===== src/rtl/fetch_buffer.sv =====
// fetch_buffer: small circular instruction/PC queue between the instruction-memory
// response path and the IF/ID register. Absorbs fetches while decode is stalled
// and drops everything on a branch/jump flush.
module fetch_buffer #(
   parameter int DEPTH = 4,
   parameter int WIDTH = 32
) (
   input  logic                       clk_i,
   input  logic                       reset_n,
   input  logic                       enq_valid_i,
   input  logic [WIDTH-1:0]           enq_instr_i,
   input  logic [WIDTH-1:0]           enq_pc_i,
   output logic                       enq_ready_o,
   input  logic                       deq_en_i,
   output logic                       deq_valid_o,
   output logic [WIDTH-1:0]           deq_instr_o,
   output logic [WIDTH-1:0]           deq_pc_o,
   input  logic                       flush_i,
   output logic [$clog2(DEPTH):0]     count_o,
   output logic                       almost_full_o
);

   localparam int AW = $clog2(DEPTH);
   localparam int CW = AW + 1;
   localparam logic [WIDTH-1:0] NOP = WIDTH'(32'h0000_0013);

   logic [WIDTH-1:0] r_instr_mem [DEPTH];
   logic [WIDTH-1:0] r_pc_mem    [DEPTH];
   logic [AW-1:0]    r_rd_ptr;
   logic [AW-1:0]    r_wr_ptr;
   logic [CW-1:0]    r_count;

   logic             w_ready;
   logic             w_valid;
   logic             w_enq;
   logic             w_deq;
   logic [AW-1:0]    w_rd_ptr_nxt;
   logic [AW-1:0]    w_wr_ptr_nxt;
   logic [CW-1:0]    w_count_nxt;

   assign w_ready = (r_count < CW'(DEPTH));
   assign w_valid = (r_count != {CW{1'b0}});
   assign w_enq   = enq_valid_i && w_ready;
   assign w_deq   = deq_en_i && w_valid;

   // Next pointer/count state; flush overrides any same-cycle enqueue or dequeue.
   always_comb begin
      w_rd_ptr_nxt = r_rd_ptr;
      w_wr_ptr_nxt = r_wr_ptr;
      w_count_nxt  = r_count;
      if (flush_i) begin
         w_rd_ptr_nxt = {AW{1'b0}};
         w_wr_ptr_nxt = {AW{1'b0}};
         w_count_nxt  = {CW{1'b0}};
      end else begin
         if (w_enq) begin
            w_wr_ptr_nxt = r_wr_ptr + AW'(1);
         end else begin
            w_wr_ptr_nxt = r_wr_ptr;
         end
         if (w_deq) begin
            w_rd_ptr_nxt = r_rd_ptr + AW'(1);
         end else begin
            w_rd_ptr_nxt = r_rd_ptr;
         end
         case ({w_enq, w_deq})
            2'b10:   w_count_nxt = r_count + CW'(1);
            2'b01:   w_count_nxt = r_count - CW'(1);
            default: w_count_nxt = r_count;
         endcase
      end
   end

   // Pointer and occupancy registers; reset empties the buffer immediately.
   always_ff @(posedge clk_i or negedge reset_n) begin
      if (!reset_n) begin
         r_rd_ptr <= {AW{1'b0}};
         r_wr_ptr <= {AW{1'b0}};
         r_count  <= {CW{1'b0}};
      end else begin
         r_rd_ptr <= w_rd_ptr_nxt;
         r_wr_ptr <= w_wr_ptr_nxt;
         r_count  <= w_count_nxt;
      end
   end

   // Entry storage: instruction and PC are written as a pair; contents need no reset.
   always_ff @(posedge clk_i) begin
      if (w_enq && !flush_i) begin
         r_instr_mem[r_wr_ptr] <= enq_instr_i;
         r_pc_mem[r_wr_ptr]    <= enq_pc_i;
      end
   end

   // Head presentation from registered state only; empty shows a NOP at PC 0.
   always_comb begin
      deq_valid_o   = w_valid;
      enq_ready_o   = w_ready;
      count_o       = r_count;
      almost_full_o = (r_count >= CW'(DEPTH - 1));
      if (w_valid) begin
         deq_instr_o = r_instr_mem[r_rd_ptr];
         deq_pc_o    = r_pc_mem[r_rd_ptr];
      end else begin
         deq_instr_o = NOP;
         deq_pc_o    = {WIDTH{1'b0}};
      end
   end

endmodule


===== config.mk =====
export PLATFORM = sky130hd
export DESIGN_NAME = fetch_buffer
export DESIGN_NICKNAME = d
export VERILOG_FILES = /design/src/rtl/fetch_buffer.sv
export SDC_FILE = /design/constraint.sdc
export NUM_CORES = 1
export LEC_CHECK = 0
export ABC_CLOCK_PERIOD_IN_PS = 7200
export BUFFER_PORTS_ARGS = -buffer_cell sky130_fd_sc_hd__buf_4
export CORE_ASPECT_RATIO = 1.75
export CORE_MARGIN = 2
export CORE_UTILIZATION = 61
export DETAILED_ROUTE_END_ITERATION = 7
export GPL_TIMING_DRIVEN = 0
export HOLD_SLACK_MARGIN = 0.05
export PLACE_DENSITY_LB_ADDON = 0.08
export SKIP_LAST_GASP = 1
export SYNTH_ARGS = -nofsm -noshare
export SYNTH_HDL_FRONTEND = slang
export SYNTH_SLANG_ARGS = --single-unit

===== constraint.sdc =====
create_clock -name clk_i -period 7.2 [get_ports clk_i]
set_input_delay 1.44 -clock clk_i [delete_from_list [all_inputs] [get_ports clk_i]]
set_output_delay 1.44 -clock clk_i [all_outputs]
set_load 0.02 [all_outputs]

**After elaboration in Yosys (flattened, before gate mapping)**

Memories as Yosys holds them, arrays and structs flattened.
Index checks and enable logic that the tools add are counted.
Widths: inputs -> output; s select.

- Output and inout bits: 70
- Bits in writable memories: 256
- Logic and storage cells: 31
- Memories: 2
- Flip-flop bits (word level): 7

Memories:

| name | depth | width | rd ports | clocked after Yosys merged registers in | wr ports | line | source |
|---|---|---|---|---|---|---|---|
| r_instr_mem | 4 | 32 | 1 | 0 | 1 | 27 | `logic [WIDTH-1:0] r_instr_mem [DEPTH];` |
| r_pc_mem | 4 | 32 | 1 | 0 | 1 | 28 | `logic [WIDTH-1:0] r_pc_mem [DEPTH];` |

- $add $sub $neg: 4
- Reductions and logical operators: 8
- Multiplexer cells: 10
- Magnitude comparators: 2
- Eq/ne operators: 2

Operators by type and width:

| kind | count |
|---|---|
| $mux 32 | 2 |
| $mux 2 | 4 |
| $pmux 3 s2 | 1 |
| $reduce_bool 3->1 | 2 |
| $add 2x1->2 const B | 2 |
| $reduce_bool 2->1 | 2 |
| $add 3x1->3 const B | 1 |
| $ge 3x2->1 const B | 1 |
| $logic_and 1x1->1 | 3 |
| $lt 3x3->1 const B | 1 |
| $mux 3 | 1 |
| $sub 3x1->3 const B | 1 |
| $eq 2x1->1 const B | 1 |
| $eq 2x2->1 const B | 1 |
| $mux 1 | 2 |
| $logic_not 1->1 | 1 |

**Depth between registers and ports, before layout**

- Depth after elaboration: 5
- Gate-level depth with buffers: 10

**Worst setup path before layout**

Ideal clock, no wire load.

- Path kind: input-to-reg
- Start: input port flush_i
- End: memory r_instr_mem[0][0] (enable)
- Data arrival time: 3.276 ns
- Cell stages on the path: 3
- Setup slack: 3.495 ns
- Library setup time: 0.429 ns
- Cells stage by stage: buf_2 nor2_1 and2_1

- Longest elaborated chain between the ends: 4

Ends and longest elaborated chain:

| what | line | source |
|---|---|---|
| from (decl) | 18 | `input logic flush_i,` |
| $logic_not 1->1 | 89 | `if (w_enq && !flush_i) begin` |
| $logic_and 1x1->1 | 89 |  |
| $mux 1 | 89 |  |
| $mux 1 (implied by the code) | 90 | `r_instr_mem[r_wr_ptr] <= enq_instr_i;` |
| to (decl) | 27 |  |

No other way between the ends.

**Worst setup path in the final report**

- Start: register r_count[0], in the netlist count_o[0]
- End: output port deq_instr_o[29]

- Longest elaborated chain between the ends: 2

Ends and longest elaborated chain:

| what | line | source |
|---|---|---|
| from (decl) | 31 | `logic [CW-1:0] r_count;` |
| from (signal assigned) | 79 | `r_count <= {CW{1'b0}};` |
| from (signal assigned) | 83 | `r_count <= w_count_nxt;` |
| $reduce_bool 3->1 | 42 | `assign w_valid = (r_count != {CW{1'b0}});` |
| $mux 32 | 101 | `if (w_valid) begin` |
| to (decl) | 16 | `output logic [WIDTH-1:0] deq_instr_o,` |

No other way between the ends.

==> impl_results.md <==
- Status: completed
- Slowest-stage cell, CP: dfrtp_1
- RSZ-0062 raised after global routing: false
- Die height: 175 um
- Max Cap Viol: 0
- Ranking of synthesized cells by area: edfxtp_1 (75%), mux4_2 (14%), and2_1 (4.0%)
- Syn Std Cell Area: 0.0102 mm2
- Setup TNS: 0 ns
- Worst setup EP type: primary output
- CTS Root Cell: clkbuf_16
- Hold crit path type: reg2reg
- Worst Path Required: about 5.8 ns
- PD cells: roughly 290 mW/mm2
- Yosys warns: 0
- Fin util: between 70% and 80%
- Sequential share of the synthesized area: around 77%
- Area grow syn2layout: 21.1%
- Global-route wire length before repair: 27800 um
- Synth Net Count: about 540
- Routed wire length: 18200 um
- CP Max Fanout: 10
- GR Util met1: 25.6%
- Lkg Pwr: 0.00425 uW
- Final net count: between 700 and 800
- Final Skew: between 0.01 and 0.015 ns
- Row cnt: 62
- Final Setup Violations: 0
- Synth Instances: 467
- CTS Buf Count: 22
- Synthesis-stage register bit count: 263
- Final Max Tran Viols: 0
- Total GRT Usage: 20.8%
- Synth cell types: 26
- Final Hold Fails: 0
- Most frequent cells in the layout: edfxtp_1 (256), buf_4 (138), mux4_2 (64), and2_1 (61), clkbuf_16 (22)
- Crit-path cells: buf_2, nor3_2, inv_2, clkbuf_1, and2_1, buf_4
- Worst-skew pair later-pin latency: 0.51 ns
- Post-synth top area share: 75.5%
- CP top delay family: buffers and inverters
- Port Buffers: about 140
- Slew headroom: between 50% and 60%
- Yosys top cell by area: edfxtp_1
- Initial Util: 62.2%
- Max IR drop VDD: 0.252 mV
- Startpoint Class: flop
- Worst stage delay on the critical path: around 0.43 ns
- Largest net degree at the start of global routing: between 40 and 50
- Residual DRC count: 0
- Crit path buffers/inverters: 4
- Full die area: ~0.018 mm2
- Clock-pin slew on the worst setup and hold paths: 0.07 ns
- Routed wire per std cell: 20.9 um
- Met3 Track Usage GR: under 10%
- Diode count: 0
- Post_cts resized: 0
- I/O pins: 139
- Vias in the first global route: 5208
- Peak Freq: 271 MHz
- Pre-Repair DR Iteration Count: 4
- Die W: 102 um
- Via count: 4862
- Post CTS Setup Buffer Count: 0
- Core Area: 0.0164 mm2
- Vias per cell: 5.58
- Min Clock Period, post-route: 3.69 ns
- Worst Path Class, Setup: reg2out
- Worst Tran Pin Value: 0.738 ns
- Global route overflow: 0
- Most Used Layer, Global Route: met2
- H-tree levels: 1
- # hold bufs at CTS: 0
- CTS tree: done
- Layout cells sized above 1: 40.0%
- Initial antenna violation count: 0
- Clk buf depth: 3
- Synthesized area per cell: 21.8 um2
- Grt met2 use: 37.1%
- WP data arrival: around 2.3 ns
- Post-route clock period utilization: 51.2%
- Clock sinks: 263
- Placed wire-length estimate: 11300 um
- Placer Congestion: 0.746
- Remaining antenna violation count: 0
- Commonest non-fill, non-tap cell in the layout: edfxtp_1
- Initial DRC count: 272
## metal layers
metal / share of wire, % / up-vias
li1: - / 2192
met1: 38 / 2494
met2: 54 / 144
met3: 5.4 / 32
met4: 2.6 / 0
met5: 0 / -
## kinds of logic after synthesis
kind of cell / Yosys count / share of synthesized area, %
flops: 263 / 77.2
simple gates: 91 / 5.24
mux: 67 / 14.4
buf+inv: 28 / 1.58
compound gates: 8 / 0.430
xor+xnor: 5 / 0.430
fa+ha+maj: 5 / 0.688
## flip-flops by register name, summed over array words and instances (netlist names)
register and flops:
r_rd_ptr 2, count_o 3, r_wr_ptr 2, r_instr_mem 128, r_pc_mem 128
## cells in the mapped netlist, drive strengths merged
| master | instances |
|---|---|
| or2 | 3 |
| buf | 16 |
| fa | 1 |
| nor4 | 1 |
| mux4 | 64 |
| ha | 4 |
| nor2b | 1 |
| nor2 | 7 |
| inv | 4 |
| a21oi | 4 |
| xnor2 | 2 |
| clkbuf | 8 |
| mux2i | 3 |
| nand2b | 3 |
| nand2 | 7 |
| o21ai | 3 |
| nor3 | 1 |
| xor2 | 3 |
| dfrtp | 7 |
| edfxtp | 256 |
| a221oi | 1 |
| and2 | 65 |
| nand3 | 3 |
## per-stage QoR
| step | setup WS [ns] | total power (uW) | std cells | hold slack [ns] | cell area (um2) |
|---|---|---|---|---|---|
| floorplan | 3.50 | 2130 | 467 | 0.543 | 10200 |
| global placement | 2.21 | 2350 | 827 | 0.557 | 11500 |
| detailed placement | 4.00 | 2360 | 831 | 0.572 | 11600 |
| CTS | 3.46 | 3580 | 871 | 0.581 | 12300 |
| global route | 3.40 | 3660 | 871 | 0.631 | 12300 |
| finish | 3.51 | 3540 | 871 | 0.579 | 12300 |
## cell type report
type / instances / area, um2
Timing Repair Buffer: 140 / 1110
Buffer: 24 / 146
Clock buffer: 25 / 562
Fill cell: 954 / 4030
Clock inverter: 15 / 190
Inverter: 4 / 15.0
Multi-Input combinational cell: 176 / 2170
Sequential cell: 263 / 7860
Tap cell: 224 / 280
## worst min-delay path, cell delays in order (launching register included)
cell	delay (ns)
dfrtp_1	0.41
nand2_1	0.07
a21oi_1	0.06
## power by group
group | leakage, uW | internal, uW | switching (uW)
Sequential | 0.00242 | 1730 | 15.8
Clock | 0.000360 | 710 | 514
Combinational | 0.00147 | 270 | 299
## worst paths after layout
check | start | to | slack (ns) | cells after the start
setup / recovery | count_o[0]$_DFFE_PN0P_ | deq_instr_o[29] | 3.51 | 6
hold / removal | r_wr_ptr[1]$_DFFE_PN0P_ | r_wr_ptr[1]$_DFFE_PN0P_ | 0.58 | 2
setup reg to reg | count_o[0]$_DFFE_PN0P_ | count_o[1]$_DFFE_PN0P_ | 4.81 | 8
hold reg to reg | r_wr_ptr[1]$_DFFE_PN0P_ | r_wr_ptr[1]$_DFFE_PN0P_ | 0.58 | 2
max in group asynchronous | reset_n | r_wr_ptr[1]$_DFFE_PN0P_ | 6.33 | 1
min in group asynchronous | reset_n | count_o[2]$_DFFE_PN0P_ | 0.73 | 1
Power figures use the tool's default switching activity.
